===== src/rtl/rv_pkg.sv =====
// Shared RV core definitions: widths, reset PC, NOP/opcode encodings and fetch FSM states.
// FETCH_MISALIGN_TRAP_EN adds the HALT state used by the misaligned-target trap.
package rv_pkg;

  localparam int          RV_XLEN     = 32;
  localparam logic [31:0] RV_RESET_PC = 32'h0000_0000;
  localparam logic [31:0] RV_NOP      = 32'h0000_0013;
  localparam int          OPC_W       = 7;

  localparam logic [OPC_W-1:0] OPC_LOAD   = 7'h03;
  localparam logic [OPC_W-1:0] OPC_OP_IMM = 7'h13;
  localparam logic [OPC_W-1:0] OPC_AUIPC  = 7'h17;
  localparam logic [OPC_W-1:0] OPC_STORE  = 7'h23;
  localparam logic [OPC_W-1:0] OPC_OP     = 7'h33;
  localparam logic [OPC_W-1:0] OPC_LUI    = 7'h37;
  localparam logic [OPC_W-1:0] OPC_BRANCH = 7'h63;
  localparam logic [OPC_W-1:0] OPC_JALR   = 7'h67;
  localparam logic [OPC_W-1:0] OPC_JAL    = 7'h6F;
  localparam logic [OPC_W-1:0] OPC_SYSTEM = 7'h73;

  typedef enum logic [1:0] {
    ST_BOOT,
    ST_RUN,
    ST_DRAIN
`ifdef FETCH_MISALIGN_TRAP_EN
    , ST_HALT
`endif
  } fetch_state_e;

endpackage


===== src/rtl/fetch_buf.sv =====
// DEPTH-entry synchronous FIFO holding {pc, instr} pairs; flush wins over push/pop.
// DEPTH must be a power of two so the pointers wrap naturally.
module fetch_buf
  import rv_pkg::*;
#(
  parameter int W     = 64,
  parameter int DEPTH = 2,
  localparam int AW   = $clog2(DEPTH),
  localparam int CW   = AW + 1
) (
  input  logic          i_clk,
  input  logic          i_rst_n,
  input  logic          i_push,
  input  logic          i_pop,
  input  logic          i_flush,
  input  logic [W-1:0]  i_data,
  output logic [W-1:0]  o_data,
  output logic          o_full,
  output logic          o_empty,
  output logic [CW-1:0] o_count
);

  logic [DEPTH-1:0][W-1:0] r_mem;
  logic [AW-1:0]           r_wr, r_rd;
  logic [CW-1:0]           r_cnt;

  always_ff @(posedge i_clk or negedge i_rst_n) begin
    if (!i_rst_n) begin
      r_wr  <= '0;
      r_rd  <= '0;
      r_cnt <= '0;
    end else if (i_flush) begin
      r_wr  <= '0;
      r_rd  <= '0;
      r_cnt <= '0;
    end else begin
      if (i_push) r_wr <= r_wr + AW'(1);
      if (i_pop)  r_rd <= r_rd + AW'(1);
      r_cnt <= r_cnt + CW'(i_push) - CW'(i_pop);
    end
  end

  // Storage needs no reset: the head is only observed while non-empty.
  always_ff @(posedge i_clk) begin
    if (i_push && !i_flush) r_mem[r_wr] <= i_data;
  end

  assign o_data  = r_mem[r_rd];
  assign o_count = r_cnt;
  assign o_empty = (r_cnt == '0);
  assign o_full  = (r_cnt == CW'(DEPTH));

endmodule


===== src/rtl/fetch_stage.sv =====
// Instruction fetch: owns the PC, issues imem requests, buffers responses for decode.
// FETCH_MISALIGN_TRAP_EN: misaligned redirect targets raise o_misaligned and halt fetch.
module fetch_stage
  import rv_pkg::*;
#(
  parameter int               XLEN      = RV_XLEN,
  parameter logic [XLEN-1:0]  RESET_PC  = XLEN'(RV_RESET_PC),
  parameter int               BUF_DEPTH = 2
) (
  input  logic             i_clk,
  input  logic             i_rst_n,
  output logic             o_imem_req,
  output logic [XLEN-1:0]  o_imem_addr,
  input  logic             i_imem_gnt,
  input  logic             i_imem_rvalid,
  input  logic [XLEN-1:0]  i_imem_rdata,
  input  logic             i_stall,
  input  logic             i_redirect,
  input  logic [XLEN-1:0]  i_redirect_pc,
`ifdef FETCH_MISALIGN_TRAP_EN
  output logic             o_misaligned,
`endif
  output logic             o_valid,
  output logic [XLEN-1:0]  o_instr,
  output logic [XLEN-1:0]  o_pc,
  output logic [OPC_W-1:0] o_opcode
);

  localparam int CW = $clog2(BUF_DEPTH) + 1;

  fetch_state_e      r_state, w_state_nxt;
  logic [XLEN-1:0]   r_pc, r_rsp_pc, w_tgt;
  logic [CW-1:0]     r_outst, r_stale, w_outst_nxt, w_stale_nxt, w_occ;
  logic              w_gnt, w_drop, w_push, w_pop, w_full, w_empty, w_room;
  logic [2*XLEN-1:0] w_head;

  assign w_tgt  = i_redirect_pc & ~XLEN'(3);
  assign w_room = ((r_outst + w_occ) < CW'(BUF_DEPTH)) && !w_full;
  assign o_imem_req  = ((r_state == ST_RUN) || (r_state == ST_DRAIN)) && w_room;
  assign o_imem_addr = r_pc;

  assign w_gnt  = o_imem_req && i_imem_gnt;
  assign w_drop = (r_stale != '0);
  assign w_push = i_imem_rvalid && !w_drop && !i_redirect;
  assign w_pop  = o_valid && !i_stall && !i_redirect;

  // On redirect everything still in flight after this cycle becomes stale.
  assign w_outst_nxt = r_outst + CW'(w_gnt) - CW'(i_imem_rvalid);
  assign w_stale_nxt = i_redirect ? w_outst_nxt
                                  : r_stale - CW'(i_imem_rvalid && w_drop);

  always_comb begin
    w_state_nxt = r_state;
    case (r_state)
      ST_BOOT:  w_state_nxt = ST_RUN;
      ST_DRAIN: if (w_stale_nxt == '0) w_state_nxt = ST_RUN;
      default:  ;
    endcase
    if (i_redirect) begin
      w_state_nxt = (w_stale_nxt != '0) ? ST_DRAIN : ST_RUN;
`ifdef FETCH_MISALIGN_TRAP_EN
      if (i_redirect_pc[1:0] != 2'b00) w_state_nxt = ST_HALT;
`endif
    end
  end

  always_ff @(posedge i_clk or negedge i_rst_n) begin
    if (!i_rst_n) begin
      r_state  <= ST_BOOT;
      r_pc     <= RESET_PC;
      r_rsp_pc <= RESET_PC;
      r_outst  <= '0;
      r_stale  <= '0;
    end else begin
      r_state <= w_state_nxt;
      r_outst <= w_outst_nxt;
      r_stale <= w_stale_nxt;
      if (i_redirect) begin
        r_pc     <= w_tgt;
        r_rsp_pc <= w_tgt;
      end else begin
        if (w_gnt)  r_pc     <= r_pc + XLEN'(4);
        if (w_push) r_rsp_pc <= r_rsp_pc + XLEN'(4);
      end
    end
  end

`ifdef FETCH_MISALIGN_TRAP_EN
  always_ff @(posedge i_clk or negedge i_rst_n) begin
    if (!i_rst_n)        o_misaligned <= 1'b0;
    else if (i_redirect) o_misaligned <= (i_redirect_pc[1:0] != 2'b00);
  end
`endif

  fetch_buf #(.W(2*XLEN), .DEPTH(BUF_DEPTH)) u_buf (
    .i_clk   (i_clk),
    .i_rst_n (i_rst_n),
    .i_push  (w_push),
    .i_pop   (w_pop),
    .i_flush (i_redirect),
    .i_data  ({r_rsp_pc, i_imem_rdata}),
    .o_data  (w_head),
    .o_full  (w_full),
    .o_empty (w_empty),
    .o_count (w_occ)
  );

  assign o_valid  = !w_empty;
  assign o_instr  = w_empty ? XLEN'(RV_NOP) : w_head[XLEN-1:0];
  assign o_pc     = w_empty ? RESET_PC      : w_head[2*XLEN-1:XLEN];
  assign o_opcode = o_instr[OPC_W-1:0];

endmodule


===== config.mk =====
export PLATFORM = sky130hd
export DESIGN_NAME = fetch_stage
export DESIGN_NICKNAME = d
export VERILOG_FILES = /design/src/rtl/rv_pkg.sv /design/src/rtl/fetch_buf.sv /design/src/rtl/fetch_stage.sv
export SDC_FILE = /design/constraint.sdc
export NUM_CORES = 1
export LEC_CHECK = 0
export CORE_ASPECT_RATIO = 1.5
export CORE_MARGIN = 10
export CORE_UTILIZATION = 40
export CTS_BUF_LIST = sky130_fd_sc_hd__clkbuf_4 sky130_fd_sc_hd__clkbuf_8 sky130_fd_sc_hd__clkbuf_16
export CTS_CLUSTER_SIZE = 12
export DETAILED_ROUTE_END_ITERATION = 8
export HOLD_SLACK_MARGIN = 0.1
export PLACE_DENSITY = 0.76
export REMOVE_ABC_BUFFERS = 1
export SETUP_SLACK_MARGIN = 0.1
export SLEW_MARGIN = 20
export SYNTH_ARGS = -nofsm -noshare
export SYNTH_HDL_FRONTEND = slang
export SYNTH_SLANG_ARGS = --single-unit

===== constraint.sdc =====
create_clock -name i_clk -period 8.5 [get_ports i_clk]
set_input_delay 1.7 -clock i_clk [delete_from_list [all_inputs] [get_ports i_clk]]
set_output_delay 1.7 -clock i_clk [all_outputs]
set_load 0.005 [all_outputs]

==> flow_summary.ini, run 1 <==
[clocking]
cts_sinks = 194
numCtsBuffers = 17
root_buffer = clkbuf_16
clkTransAtPathRegs_ns = 0.07
cts_max_level = 4
cts_resized = 0
clockBufferDepth = 2
cts_tree = yes
postCtsSetupBuffers = 0
cts_hold_buffers = 0
clk_latency_ns = 0.43

[placed_design]
hpwl_mm = 13.9
place.gp.congestion = 0.849
io_buffers = 168

[power_and_ir_drop]
p_leak_nw = 3.82
p_per_area_nw_per_um2 = 224
ir_drop_mv = 0.118

[timing]
slew_violations = 0
rsz0062_at_grt = no
fin_setup_tns_ns = 0
finClkSkew_ns = 0.0123
period_share_pct = 52.0
setup_viol = 0
hold_viol = 0
post-route-min-period_ns = 4.42
max_freq_ghz = 0.226
tightest_slew_ns = 0.936
relSlewSlack_pct = 37.6

[yosys]
synthXorXnorAreaFrac_pct = 5.78
avgSynthCellArea_um2 = 13.1
synthMuxAreaShare_pct = 11.1
synth_top_area_share_pct = 43.1
yosys.area.top_type = edfxtp_1
synth_simple_gate_area_share_pct = 12.2
synth-main-ff-cell = edfxtp_1
synth-edff-count = 124
syn_area_um2 = 8640
synth_cells = 658
yosysWarningCount = 0
ys_types = 48
synthAdderAreaFrac_pct = 1.16
synthTopCellsByArea = edfxtp_1, dfrtp_1, mux2i_1
synth_compound_area_share_pct = 3.65
synth_top_family_by_area = simple AND/OR/NAND/NOR gates
async_flop_share_pct = 36.1
ys_seq_elements = 194
ys_seq_area_share_pct = 63.3

[detailed_routing]
drc = 0
wl_per_cell_um = 18.0
met2_length_mm = 10.5
met3WireLength_um = 838
met1Wirelength_mm = 8.19
drt_iter0_drc = 352
viasPerCell = 5.08
route.vias.total = 5590
top_layer = met4
totalWireLength_mm = 19.8
ant_nets = 0
drtPass1Iterations = 4

[hold_path]
hold_path.class = register to register
min_from = r_state[1]

[floorplan]
start_util_pct = 40.9
die_area_um2 = 28000
die_y_um = 200
num_io_pins = 175
die_x_um = 140
core-area_um2 = 21100
rows = 65

[critical_path]
crit_path_end_kind = output port
critPathMaxFanout = 35
critPathLaunch = u_buf.r_rd
crit_required_ns = 6.80
crit_path_start_kind = register
criticalPathCategory = register to output port
reg2reg_from = r_stale[0]
worstPathArrival_ns = 2.72

[cells_and_area]
final_nets = 896
syn_to_final_growth_pct = 28.5
final_util_pct = 52.5
layout-drive-gt1-share_pct = 9.87

[global_routing]
antenna_found_initial = 1
grt_overflow = 0
grt_pass1_wl_mm = 30.6
grt_max_degree = 71
track_usage_pct = 13.8
first_global_vias = 5607

[job]
drv_cap = 0

[status]
status = complete, no violations
## worst paths after layout
| path | cells after the start | to | slack [ns] |
|---|---|---|---|
| max | 4 | o_pc[7] | 4.08 |
| min | 1 | r_state[1] | 0.50 |
| max reg2reg | 4 | u_buf.r_mem[0] | 5.59 |
| min reg2reg | 1 | r_state[1] | 0.50 |
| max in group asynchronous | 2 | u_buf.r_rd | 6.33 |
| min in group asynchronous | 2 | r_rsp_pc[2] | 1.46 |
## routing by layer
layer  vias up  GRT usage (%)
li1       2708              -
met5         -              0
met1      2720           15.9
met3        24           3.57
met4         0           5.25
met2       138           24.1
## logic make-up (layout without fill, tap and decap cells)
family,after synthesis,count (layout)
flip-flops,194,194
AO/OA/AOI/OAI,51,51
multiplexers,92,92
AND/OR/NAND/NOR,205,205
buffers and inverters,50,220
other,1,5
adder cells (fa/ha/maj),8,8
XOR/XNOR,57,57
## cells in the mapped netlist (all sizes together) (3+ instances only)
library cell and number:
mux2 29, o21ai 8, nor3 9, o21a 6, mux2i 63, nand4 31, nor3b 3, nand2 19
nand3 27, ha 8, clkbuf 19, edfxtp 124, dfrtp 70, a21boi 4, nor2 80, a31oi 7
and3 10, nand2b 4, nor4 4, or3 6, a21oi 19, xor2 20, inv 11, buf 20
xnor2 37
## critical path, cell delays in order, from the launching register on
cell and delay, ns:
dfrtp_4 0.76, buf_4 0.60, mux2i_1 0.15, nor2_1 0.21, clkdlybuf4s50_1 0.56
## per-stage QoR
step                      area, um2  total power, mW  cells  setup slack, ns  hold WS, ns
after floorplan                8460             1.48    622             2.87        0.462
after global placement        10600             1.75   1067             3.73        0.474
after detailed placement      10600             1.77   1067             3.69        0.476
after CTS                     11100             2.52   1099             3.99        0.498
after global routing          11100             2.62   1100             3.93        0.514
final                         11100             2.49   1100             4.08        0.501
## layout by cell type (no fill, tap or decap), types with 20 or more instances in the layout
cell type	count
clkdlybuf4s50_1	167
dfrtp_1	69
nand4_1	31
mux2i_1	63
xor2_1	20
edfxtp_1	124
nand3_1	27
mux2_2	29
nor2_1	78
xnor2_1	37
## sequential cells by signal, summed over array words and instances, names as in the netlist
| register | count |
|---|---|
| u_buf.r_mem | 124 |
| o_imem_addr | 30 |
| r_stale | 2 |
| r_outst | 2 |
| r_rsp_pc | 30 |
| u_buf.o_count | 2 |
| r_state | 2 |
| u_buf.r_wr | 1 |
| u_buf.r_rd | 1 |
## report_power, final
group          switching (mW)  internal [mW]  total (mW)
logic                   0.264          0.299       0.563
clock network           0.357          0.388       0.745
registers              0.0826           1.10        1.18
## layout make-up
cell class,count,area [um2]
repair buffers,177,1740
clock inverters,13,105
inverters,11,41.3
well taps,268,335
fillers,1824,10000
multi-input cells,417,2960
clock buffers,19,440
diodes,1,2.50
flip-flops and latches,194,5480
(Power assumes the default switching activity.)
==> inputs of run 2 (changes only) <==
--- a/config.mk
+++ b/config.mk
@@ -12,7 +12,7 @@
 export CTS_CLUSTER_SIZE = 12
 export DETAILED_ROUTE_END_ITERATION = 8
 export HOLD_SLACK_MARGIN = 0.1
-export PLACE_DENSITY = 0.76
+export PLACE_DENSITY = 0.78
 export REMOVE_ABC_BUFFERS = 1
 export SETUP_SLACK_MARGIN = 0.1
 export SLEW_MARGIN = 20
==> constraint.sdc (replaced) <==
create_clock -name i_clk -period 4 [get_ports i_clk]
set_input_delay 0.8 -clock i_clk [delete_from_list [all_inputs] [get_ports i_clk]]
set_output_delay 0.8 -clock i_clk [all_outputs]
set_load 0.005 [all_outputs]
==> run 2 against run 1 <==
Effect of this change: sequential cell count is the same; die area stayed put; critical path depth unchanged; first-iteration DRC count up 6.8%; final cell count grew 0.64%; core utilization rose by 0.76 points; combinational power increased by 110%; worst hold slack worse by 0.29 ns; critical endpoint is now o_opcode[2]; global-route usage up 0.31 points.
==> flow_summary.ini, run 2 (same netlist as run 1, synthesis figures left out) <==
[status]
status = complete, no violations

[power_and_ir_drop]
p_int_mw = 3.99
power.share.switching_pct = 27.4
netSwitchingPower_mw = 1.50
p_comb_share_pct = 22.0
p_leak_nw = 3.90
ir_drop_mv = 0.287
power_frac_seq_pct = 45.8
p_clk_share_pct = 32.2
p_per_area_nw_per_um2 = 488
power_mw = 5.50

[detailed_routing]
wl_per_cell_um = 18.1
met2_length_mm = 10.6
ant_nets = 0
drc = 0
drtPass1Iterations = 4
met3WireLength_mm = 1.03
totalWireLength_mm = 20.0
route.vias.total = 5709
top_layer = met4
drt_iter0_drc = 376
met1Wirelength_mm = 7.92
viasPerCell = 5.16

[clocking]
cts_max_level = 4
cts_tree = yes
postCtsSetupBuffers = 0
cts_resized = 0
clkTransAtPathRegs_ns = 0.07
clk_latency_ns = 0.43
cts_sinks = 194
clockBufferDepth = 2
root_buffer = clkbuf_16
numCtsBuffers = 17
cts_hold_buffers = 0

[critical_path]
slowest_delay_ns = 0.93
worstPathArrival_ns = 2.53
critPathLaunch = u_buf.r_rd
crit_path_end_kind = output port
crit_family = flip-flops
critical_path.slowest_cell = dfrtp_4
crit_chain = buf_4 -> mux2i_1 -> nor2_1 -> clkdlybuf4s50_1
crit_path_start_kind = register
reg2reg_from = u_buf.o_count[1]
crit_required_ns = 3.20
criticalPathCategory = register to output port
critPathMaxFanout = 47
path_buf_inv = 2
reg2reg_slack_ns = 1.22

[timing]
hold_viol = 0
slew_violations = 0
rsz0062_at_grt = no
finClkSkew_ns = 0.0102
relSlewSlack_pct = 45.5
tightest_slew_ns = 0.817
period_share_pct = 83.2
setup_viol = 0
post-route-min-period_ns = 3.33
max_freq_ghz = 0.300

[cells_and_area]
diodes = 0
layout-drive-gt1-share_pct = 10.8
final_cell_area_um2 = 11300
final_common_cell = clkdlybuf4s50_1
largest_reg_flops = 124
syn_to_final_growth_pct = 30.4
layout_common_cells = clkdlybuf4s50_1, edfxtp_1, nor2_1, dfrtp_1, mux2i_1
final_nets = 904
regMostFlops = u_buf.r_mem

[placed_design]
place.gp.congestion = 0.862
io_buffers = 168
hpwl_mm = 14.3
dpl_cell_area_um2 = 10600

[global_routing]
track_usage_pct = 14.1
grt_pass1_wl_mm = 31.5
grt_overflow = 0
grt_max_degree = 63
first_global_vias = 5759
antenna_found_initial = 0

[floorplan]
core-area_um2 = 21100
die_x_um = 140
rows = 65
die_area_um2 = 28000
num_io_pins = 175
die_y_um = 200
start_util_pct = 40.9

[job]
drv_cap = 0

[hold_path]
hold_path.class = input pin to async pin
run 2: cell count changes in the layout (fill, tap and decap cells not counted), sizes merged:
cell    previous run  this run
buf               10        18
diode              1         0
clkinv             6         4
clkbuf            19        18
bufinv             0         3
run 2: power groups by stage:
stage	Clock [mW]	Combinational, mW	Sequential [mW]
after CTS	1.82	1.24	2.52
after global routing	1.90	1.33	2.54
after detailed placement	0	1.22	2.56
after floorplan	0	0.614	2.52
after global placement	0	1.20	2.55
final	1.77	1.21	2.52
run 2: layout make-up:
class / instances / area, um2
fillers: 1803 / 9880
clock buffers: 18 / 433
flip-flops and latches: 194 / 5480
well taps: 268 / 335
clock inverters: 14 / 190
multi-input cells: 417 / 2960
repair buffers: 185 / 1830
inverters: 11 / 41.3
run 2: layer usage:
layer	GRT usage [%]	vias up
li1	-	2732
met1	16.0	2775
met2	24.7	172
met3	3.81	30
met4	5.71	0
met5	0	-
run 2: per-stage QoR:
| step | util, % | hold WS, ns | setup TNS (ns) | std cells | setup WS (ns) |
|---|---|---|---|---|---|
| 6_report | 53.3 | 0.210 | 0 | 1107 | 0.671 |
| 5_1_grt | 53.3 | 0.203 | 0 | 1107 | 0.462 |
| 4_1_cts | 53.3 | 0.192 | 0 | 1107 | 0.592 |
| 3_5_place_dp | 50.3 | 0.490 | 0 | 1075 | 0.925 |
| 3_3_place_gp | 50.3 | 0.472 | 0 | 1075 | 0.949 |
| 2_1_floorplan | - | 0.462 | -45.33 | 622 | -0.731 |
run 2: path summary, 6_finish.rpt:
check	to	depth (start not counted)
worst max register to register	r_state[1]	11
worst min register to register	u_buf.r_mem[127]	0
worst max-delay path	o_opcode[2]	4
min in group i_clk	u_buf.r_mem[127]	0
worst min-delay path	o_imem_addr[8]	1
max in group asynchronous	r_rsp_pc[31]	2
